**config.mk**
```make
export PLATFORM = sky130hd
export DESIGN_NAME = seg_display_scanner
export DESIGN_NICKNAME = d
export VERILOG_FILES = /design/src/rtl/seg_display_pkg.sv /design/src/rtl/refresh_prescaler.sv /design/src/rtl/seg_display_scanner.sv
export SDC_FILE = /design/constraint.sdc
export NUM_CORES = 1
export LEC_CHECK = 0
export ABC_AREA = 1
export BUFFER_PORTS_ARGS = -buffer_cell sky130_fd_sc_hd__buf_4
export CORE_AREA = 2 2 70 72
export CTS_CLUSTER_SIZE = 14
export DETAILED_ROUTE_END_ITERATION = 6
export DIE_AREA = 0 0 72 74
export MAX_ROUTING_LAYER = met4
export PLACE_DENSITY = 0.69
export RECOVER_POWER = 50
export SYNTH_ARGS = -nofsm -noshare
export SYNTH_HDL_FRONTEND = slang
export SYNTH_SLANG_ARGS = --single-unit
```
**constraint.sdc**
```tcl
create_clock -name clk -period 1.6 [get_ports clk]
set_input_delay 0.32 -clock clk [delete_from_list [all_inputs] [get_ports clk]]
set_output_delay 0.32 -clock clk [all_outputs]
set_load 0.005 [all_outputs]
```
**src/rtl/seg_display_pkg.sv**
```systemverilog
`default_nettype none
// ============================================================================
// Module   : seg_display_pkg
// Purpose  : Shared constants and types for the four-digit display scanner.
// Revision : 1.0 - initial release
// ============================================================================
package seg_display_pkg;

  localparam int NUM_DIGITS          = 4;
  localparam int DIGIT_W             = 4;
  localparam int DISP_W              = 16;
  localparam int DEFAULT_REFRESH_DIV = 100000;

  typedef logic [1:0] digit_idx_t;

endpackage : seg_display_pkg
`default_nettype wire

```
**src/rtl/refresh_prescaler.sv**
```systemverilog
`default_nettype none
// ============================================================================
// Module   : refresh_prescaler
// Purpose  : Free-running modulo-REFRESH_DIV counter with a one-cycle tick in
//            the last count of each period. The counter restarts at 0 on reset,
//            so the first period after reset is full length.
// Revision : 1.0 - initial release
// ============================================================================
module refresh_prescaler #(
  parameter int REFRESH_DIV = 100000
) (
  input  logic clk,
  input  logic rst,
  output logic tick
);

  localparam int               CNT_W    = $clog2(REFRESH_DIV);
  localparam logic [CNT_W-1:0] CNT_LAST = CNT_W'(REFRESH_DIV - 1);

  logic [CNT_W-1:0] pcnt_q;
  logic [CNT_W-1:0] pcnt_d;
  logic             w_last;

  assign w_last = (pcnt_q == CNT_LAST);
  assign tick   = w_last;

  // Next count: wrap to zero after the last count of the period.
  always_comb begin
    pcnt_d = w_last ? '0 : pcnt_q + 1'b1;
  end

  // Counter register, cleared asynchronously.
  always_ff @(posedge clk or posedge rst) begin
    if (rst) begin
      pcnt_q <= '0;
    end else begin
      pcnt_q <= pcnt_d;
    end
  end

endmodule : refresh_prescaler
`default_nettype wire

```
**src/rtl/seg_display_scanner.sv**
```systemverilog
`default_nettype none
// ============================================================================
// Module   : seg_display_scanner
// Purpose  : Time-multiplexes a 16-bit shadowed hex value onto a four-digit
//            seven-segment display: digit select, nibble and blank flag, all
//            registered, plus a one-cycle end-of-frame pulse.
// Options  : SEG_SCAN_LZ_BLANK_EN - when defined, leading zeros are blanked
//            (digit 0 is never suppressed).
// Revision : 1.0 - initial release
// ============================================================================
module seg_display_scanner
  import seg_display_pkg::*;
#(
  parameter int REFRESH_DIV = DEFAULT_REFRESH_DIV
) (
  input  logic              clk,
  input  logic              rst,
  input  logic [DISP_W-1:0] value_in,
  input  logic              load,
  input  logic [3:0]        blank_mask,
  output logic [1:0]        en,
  output logic [3:0]        num,
  output logic              blank,
  output logic              frame_done
);

`ifdef SEG_SCAN_LZ_BLANK_EN
  // True when digit k is above digit 0 and it and every higher nibble are zero.
  function automatic logic lz_blank(input digit_idx_t k, input logic [DISP_W-1:0] v);
    logic all_zero;
    all_zero = 1'b1;
    for (int j = 0; j < NUM_DIGITS; j++) begin
      if ((j >= int'(k)) && (v[DIGIT_W*j +: DIGIT_W] != '0)) begin
        all_zero = 1'b0;
      end
    end
    return (k != 2'd0) && all_zero;
  endfunction
`endif

  logic              slot_tick;
  digit_idx_t        idx_q;
  digit_idx_t        idx_d;
  logic [DISP_W-1:0] shadow_q;
  logic [DISP_W-1:0] shadow_d;
  logic              lz_d;
  logic [1:0]        en_q;
  logic [3:0]        num_q;
  logic [3:0]        num_d;
  logic              blank_q;
  logic              blank_d;
  logic              frame_done_q;
  logic              frame_done_d;

  refresh_prescaler #(
    .REFRESH_DIV (REFRESH_DIV)
  ) u_prescaler (
    .clk  (clk),
    .rst  (rst),
    .tick (slot_tick)
  );

`ifdef SEG_SCAN_LZ_BLANK_EN
  assign lz_d = lz_blank(idx_d, shadow_d);
`else
  assign lz_d = 1'b0;
`endif

  // Next digit index, next shadow value, and the outputs derived from both so
  // a load coinciding with a slot change shows the new nibble immediately.
  always_comb begin
    idx_d        = slot_tick ? idx_q + 2'd1 : idx_q;
    shadow_d     = load ? value_in : shadow_q;
    num_d        = shadow_d[{idx_d, 2'b00} +: DIGIT_W];
    blank_d      = blank_mask[idx_d] | lz_d;
    frame_done_d = slot_tick & (idx_q == 2'd3);
  end

  // State and registered outputs, all cleared asynchronously.
  always_ff @(posedge clk or posedge rst) begin
    if (rst) begin
      idx_q        <= 2'd0;
      shadow_q     <= '0;
      en_q         <= 2'd0;
      num_q        <= 4'h0;
      blank_q      <= 1'b0;
      frame_done_q <= 1'b0;
    end else begin
      idx_q        <= idx_d;
      shadow_q     <= shadow_d;
      en_q         <= idx_d;
      num_q        <= num_d;
      blank_q      <= blank_d;
      frame_done_q <= frame_done_d;
    end
  end

  assign en         = en_q;
  assign num        = num_q;
  assign blank      = blank_q;
  assign frame_done = frame_done_q;

endmodule : seg_display_scanner
`default_nettype wire

```
==> results_dict.tcl, run 1 <==
set metrics [dict create \
    outcome "complete, no violations" \
    nNetsFinal 342 \
    yosys-mux-area-fraction 0 \
    maxSlewViolCount 0 \
    grt_max_degree 42 \
    criticalPathCategory "reg -> reg" \
    core_region_mm2 0.00460 \
    postSynthNetCount 296 \
    grt_first_pass_wirelength_um 7550 \
    yosys.cell_types.count 24 \
    tightest_slew_ns 1.02 \
    clk_path_buf_depth 2 \
    reg2reg_capture_point "num[0]" \
    route.detailed.drc 0 \
    routed_via_density 4.78 \
    drt-wirelength-per-cell_um 12.3 \
    yosys.area_share.simple 0.273 \
    finalWorstPathRequiredPeriod_ns 1.56 \
    hold_viol_final 0 \
    number_of_max_cap_violations 0 \
    clockRootBuffer "sky130_fd_sc_hd__clkbuf_8" \
    setup_violations 0 \
    min-delay-path-class "in -> async" \
    fin_util 0.586 \
    synthCells 271 \
    post-synth-top-area-fraction 0.488 \
    cts_tree "done" \
    synth-seq-cells 41 \
    mostFrequentLayoutCell "sky130_fd_sc_hd__inv_1" \
    slowest_stage "sky130_fd_sc_hd__dfrtp_1" \
    power.density_mw_per_mm2 839 \
    cts_made_buffers 5 \
    design.portCount 31 \
    clk-insertion-delay-late_ns 0.29 \
    yosysTopAreaCell "sky130_fd_sc_hd__dfrtp_1" \
    path_max_fanout 10 \
    nFillCells 416 \
    yosysSeqAreaShare 0.488 \
    crit-reg2reg-launch "u_prescaler.pcnt_q[9]" \
    cts-htree-levels 2 \
    layout-drive-gt1-share 0.248 \
    number_of_hold_buffers_added_after_cts 0 \
    fmaxAchievable_ghz 0.642 \
    relative_max_transition_margin 0.320 \
    first_global_vias 1644 \
    crit_required_ns 1.79 \
    detailroute.wirelength.met3_um 169 \
    floorplan.die.height_um 74 \
    peakVddDrop_mv 0.451 \
    grt_overflow 0 \
    area.growth.synth_to_final_pct 28.2 \
    timing.critical_path.slowest_cell_delay_ns 0.48 \
    ys.warnings.count 0 \
    fp.dieArea_mm2 0.00533 \
    post_synth_fa_ha_maj_area_fraction 0.0119 \
    floorplan.initialDensity 0.457 \
    cts.sink_count 41 \
    number_of_buffers_and_inverters_on_the_critical_path 2 \
    static-leakage-power_nw 1.44 \
    post_synthesis_compound_gate_area_fraction 0.0720 \
    syn-mean-instance-area_um2 7.76 \
    final_min_period_over_clock_period 0.974 \
    post-layout-total-power_mw 2.26 \
    grt_setup_unrepaired "yes" \
    dominant_combinational_cell_family_by_area_after_synthesis "simple AND/OR/NAND/NOR gates" \
    antenna_cells 0 \
    topRoutingLayerUsed "met4" \
    routed-wl-met2_um 2220 \
    start_kind "register" \
    grt_use_total 0.190 \
    detailedPlacementHpwl_um 3210 \
    final_weighted_congestion_in_routability_driven_placement 0.850 \
    cp_cell_sequence "nand2_2 -> inv_2 -> nand2_2 -> nor2_4 -> nand3_4 -> nand2_4 -> buf_12 -> nand3_1 -> nand3_1 -> nand2_1" \
    synthesis.area_mm2 0.00210 \
    postRouteWirelength_um 4560 \
    std_cell_rows 25 \
    drt_first_iter_violations 103 \
    detailroute.via_count 1778 \
    dieWidth_um 72 \
    io_buffer_count 30 \
    crit_path_end_kind "register" \
    timing.critical_path.arrival_ns 1.75 \
    synth_xor_area_frac 0.0208 \
    clkTransAtPathRegs_ns 0.08 \
    most-common-layout-cells "sky130_fd_sc_hd__inv_1 (61), sky130_fd_sc_hd__nand2_1 (55), sky130_fd_sc_hd__dfrtp_1 (41), sky130_fd_sc_hd__buf_4 (41), sky130_fd_sc_hd__nand3_1 (26)" \
    initial_antenna_violation_count 0 \
    final_setup_skew_ns 0.00532 \
    synthTopCellsByArea "sky130_fd_sc_hd__dfrtp_1 (49%), sky130_fd_sc_hd__inv_1 (11%), sky130_fd_sc_hd__nand2_1 (10%)" \
    firstDrtPassIters 7 \
    ant_nets 0 \
    depth_of_the_most_critical_reg_to_reg_path 10 \
    critPathTopFamily "simple AND/OR/NAND/NOR gates" \
    timing.reg2reg.setup_slack_ns 0.04 \
    wl_met1_um 2080 \
]
## registers in the layout, indices dropped and copies added (netlist names)
register,flops
u_prescaler.pcnt_q,17
shadow_q,16
num,4
en,2
blank,1
frame_done,1
## area by class of cell
cell class                 count  area [um^2]  area share
clock buffer                   5         68.8      0.0255
clock inverter                 3         65.1      0.0242
tap                           54         67.6      0.0251
sequential                    41         1030       0.381
timing repair buffer          45          352       0.131
multi-input combinational    159          871       0.323
inverter                      65          244      0.0906
## timing repair
action / CTS / global route
gates resized for setup: 3 / 17
gates cloned: 0 / 0
pin swaps: 0 / 8
endpoints found under the setup margin: 8 / 13
setup buffers: 0 / 2
## worst max-delay path by stage
stage | cells past startpoint | start | to | slack, ns
floorplan | 10 | u_prescaler.pcnt_q[0] | u_prescaler.pcnt_q[12] | 0.03
global placement | 10 | u_prescaler.pcnt_q[0] | u_prescaler.pcnt_q[11] | 0.04
detailed placement | 10 | u_prescaler.pcnt_q[0] | u_prescaler.pcnt_q[12] | -0.02
CTS | 8 | u_prescaler.pcnt_q[1] | num[0] | 0.001
global route | 10 | u_prescaler.pcnt_q[9] | num[0] | -0.07
finish | 10 | u_prescaler.pcnt_q[9] | num[0] | 0.04
## tightest hold or removal path: stages
cell                       delay, ns
sky130_fd_sc_hd__clkbuf_4       0.10
sky130_fd_sc_hd__inv_1          0.04
sky130_fd_sc_hd__clkbuf_2       0.76
## cell families (layout without fill, tap and decap cells)
family	Yosys count	after routing
simple gates	124	124
xor+xnor	5	5
flops	41	41
compound gates	28	28
fa+ha+maj	2	2
buf+inv	71	118
## where the power goes
part	total (mW)	internal (mW)	switching (mW)
clock	0.996	0.620	0.376
combinational	0.170	0.0788	0.0907
sequential	1.09	1.08	0.0135
total	2.26	1.78	0.480
## cell usage after synthesis
| cell | count |
|---|---|
| sky130_fd_sc_hd__nand4_1 | 2 |
| sky130_fd_sc_hd__o21ai_4 | 1 |
| sky130_fd_sc_hd__nand2_4 | 1 |
| sky130_fd_sc_hd__inv_2 | 2 |
| sky130_fd_sc_hd__nand2_1 | 57 |
| sky130_fd_sc_hd__buf_6 | 2 |
| sky130_fd_sc_hd__clkbuf_1 | 3 |
| sky130_fd_sc_hd__nor2_4 | 2 |
| sky130_fd_sc_hd__nand2_2 | 4 |
| sky130_fd_sc_hd__nand3_1 | 29 |
| sky130_fd_sc_hd__o21ai_0 | 20 |
| sky130_fd_sc_hd__inv_1 | 63 |
| sky130_fd_sc_hd__nand4_2 | 1 |
| sky130_fd_sc_hd__nor2_1 | 23 |
| sky130_fd_sc_hd__xor2_1 | 5 |
| sky130_fd_sc_hd__nand3b_1 | 1 |
| sky130_fd_sc_hd__nor2_2 | 1 |
| sky130_fd_sc_hd__dfrtp_1 | 41 |
| sky130_fd_sc_hd__a21oi_1 | 7 |
| sky130_fd_sc_hd__nor4_1 | 1 |
| sky130_fd_sc_hd__nand3_4 | 1 |
| sky130_fd_sc_hd__buf_2 | 1 |
| sky130_fd_sc_hd__ha_1 | 2 |
| sky130_fd_sc_hd__or2_2 | 1 |
## layer usage
metal	up-vias	GRT usage
met3	7	0.0379
met1	814	0.243
met5	-	-
li1	912	-
met2	45	0.300
met4	0	0.0755
## stage by stage
stage	setup TNS (ns)	worst slack [ns]	cells	hold slack, ns	instance area [um^2]
floorplan	0	0.0316	271	0.430	2100
global placement	0	0.0383	362	0.480	2470
detailed placement	-0.0368	-0.0195	362	0.484	2470
CTS	0	0.00111	370	0.175	2610
global route	-0.351	-0.0696	372	0.378	2690
finish	0	0.0419	372	0.347	2690
Power figures use the tool's default switching activity.
==> run 2, diff against run 1 <==
Settings changed: ABC_AREA 1 to not set.
==> run 2 against run 1 <==
Compared with the run above:
- cell area rose by 0.19%
- sequential share of layout area down 0.071 points
- sequential power about the same
==> results_dict.tcl, run 2 <==
set metrics [dict create \
    relative_max_transition_margin 0.339 \
    drt_first_iter_violations 42 \
    min-delay-path-class "in -> reg" \
    layout-drive-gt1-share 0.435 \
    yosysTopAreaCell "sky130_fd_sc_hd__dfrtp_1" \
    clk_path_buf_depth 2 \
    timing.critical_path.slowest_cell_delay_ns 0.42 \
    fmaxAchievable_ghz 0.645 \
    final_weighted_congestion_in_routability_driven_placement 0.781 \
    post-synth-top-area-fraction 0.495 \
    grt_overflow 0 \
    synth.most_common_cell "sky130_fd_sc_hd__dfrtp_1" \
    firstDrtPassIters 4 \
    grt_use_total 0.177 \
    grt_max_degree 42 \
    slowest_stage "sky130_fd_sc_hd__dfrtp_1" \
    drt-wirelength-per-cell_um 15.0 \
    dp_worst_setup_slack_ns -0.0427 \
    crit_path_end_kind "register" \
    mostFrequentLayoutCell "sky130_fd_sc_hd__buf_4" \
    floorplan.die.height_um 74 \
    core_region_mm2 0.00460 \
    number_of_max_cap_violations 0 \
    detailedPlacementHpwl_um 3150 \
    synthesis.area_mm2 0.00207 \
    most-common-layout-cells "sky130_fd_sc_hd__buf_4 (56), sky130_fd_sc_hd__dfrtp_1 (41), sky130_fd_sc_hd__mux2i_1 (18)" \
    tightest_slew_ns 0.992 \
    clockRootBuffer "sky130_fd_sc_hd__clkbuf_8" \
    start_kind "register" \
    setup_total_negative_slack_ns 0 \
    finalWorstPathRequiredPeriod_ns 1.55 \
    cp_cell_sequence "nor4b_4 -> nand3_4 -> nor2_4 -> mux2_4" \
    fin_util 0.587 \
    postRouteWirelength_um 4150 \
    largest_register_ff_count 17 \
    io_buffer_count 30 \
    criticalPathCategory "reg -> reg" \
    final_min_period_over_clock_period 0.969 \
    path_max_fanout 6 \
    maxSlewViolCount 0 \
    postSynthNetCount 190 \
    final_setup_skew_ns 0.0103 \
    ant_nets 0 \
    synth_edf_count 0 \
    syn-mean-instance-area_um2 12.6 \
    grt_first_pass_wirelength_um 6960 \
    area.growth.synth_to_final_pct 30.3 \
    timing.critical_path.arrival_ns 1.72 \
    synthTopCellsByArea "sky130_fd_sc_hd__dfrtp_1 (50%), sky130_fd_sc_hd__mux4_2 (11%), sky130_fd_sc_hd__mux2i_1 (9.2%)" \
    nFillCells 393 \
    setup_violations 0 \
    holdWs_ns 0.276 \
    ys.warnings.count 0 \
    initial_antenna_violation_count 0 \
    synthCells 165 \
    top_register "u_prescaler.pcnt_q" \
    first_global_vias 1496 \
    synth-seq-cells 41 \
    design.portCount 31 \
    cts-htree-levels 2 \
    nNetsFinal 247 \
    crit_required_ns 1.77 \
    clkTransAtPathRegs_ns 0.07 \
    dieWidth_um 72 \
    std_cell_rows 25 \
    top_ff_cell_synth "sky130_fd_sc_hd__dfrtp_1" \
    yosys.cell_types.count 39 \
    synth_commonest_cells "sky130_fd_sc_hd__dfrtp_1 (41), sky130_fd_sc_hd__mux2i_1 (19), sky130_fd_sc_hd__inv_1 (15), sky130_fd_sc_hd__mux4_2 (10), sky130_fd_sc_hd__nor2_1 (9)" \
    static-leakage-power_nw 1.30 \
    outcome "complete, no violations" \
    peakVddDrop_mv 0.522 \
    cts_tree "done" \
    fp.dieArea_mm2 0.00533 \
    antenna_cells 0 \
    yosysSeqAreaShare 0.495 \
    cts.sink_count 41 \
    floorplan.initialDensity 0.451 \
    cts_made_buffers 5 \
    detailroute.via_count 1451 \
    power.density_mw_per_mm2 806 \
    final.setup.worst_slack_ns 0.0488 \
    routed_via_density 5.24 \
    route.detailed.drc 0 \
    clk-insertion-delay-late_ns 0.29 \
    hold_viol_final 0 \
    synthArstFlopShare 1.00 \
    grt_setup_unrepaired "yes" \
]
[run 2: kinds of logic (layout without fill, tap and decap cells)]
family,count (synthesis),in the layout,synth area share
and+or+nand+nor,43,43,0.121
DFF,41,41,0.495
muxes,35,35,0.233
buffers and inverters,24,82,0.0580
xor gates and xnor gates,14,14,0.0592
AOI/OAI and AO/OA,6,6,0.0211
adders and majority gates,2,2,0.0121
[run 2: report_power, final]
group	internal (mW)	switching [mW]	total [mW]
logic	0.126	0.0968	0.222
registers	1.09	0.0194	1.11
clock network	0.509	0.337	0.846
[run 2: worst paths after layout]
check                                            from               endpoint  slack [ns]  depth (start not counted)
worst max-delay path            u_prescaler.pcnt_q[6]                  en[1]        0.05                          4
worst min-delay path                      value_in[6]            shadow_q[6]        0.28                          3
worst max register to register  u_prescaler.pcnt_q[6]                  en[1]        0.05                          4
worst min register to register  u_prescaler.pcnt_q[0]  u_prescaler.pcnt_q[0]        0.48                          1
max in group asynchronous                         rst  u_prescaler.pcnt_q[2]        0.65                          3
min in group asynchronous                         rst  u_prescaler.pcnt_q[9]        0.34                          3
[run 2: cell type report]
class / instances / area, um^2 / share of cell area
clock inverters: 1 / 30.0 / 0.0111
well taps: 54 / 67.6 / 0.0250
flip-flops and latches: 41 / 1030 / 0.380
repair buffers: 59 / 444 / 0.165
clock buffers: 7 / 86.3 / 0.0320
inverters: 15 / 56.3 / 0.0209
multi-input cells: 100 / 988 / 0.366
[run 2: metal layers]
metal / track usage / part of all wire / vias up
met5: - / 0 / -
met4: 0.0503 / 0.0068 / 0
met3: 0.0407 / 0.029 / 4
met2: 0.300 / 0.55 / 29
met1: 0.214 / 0.41 / 730
li1: - / - / 688
[run 2: per-stage QoR]
step	power, mW	instance area, um^2	instances
3_3_place_gp	1.34	2510	264
2_1_floorplan	1.26	2110	165
3_5_place_dp	1.35	2510	264
4_1_cts	2.20	2650	273
5_1_grt	2.28	2700	277
6_report	2.17	2700	277
[run 2: repair_timing]
item | CTS | global route
endpoints found under the hold margin | 0 | 0
setup endpoints to repair | 7 | 7
pin swaps | 2 | 3
hold buffers | 0 | 0
gates resized for setup | 2 | 6
setup buffers | 1 | 4
[run 2: worst max-delay path: cells and delay by family, from the launching register on]
family	cells	cell delay, ns
muxes	1	0.32
and+or+nand+nor	3	0.70
DFF	1	0.42
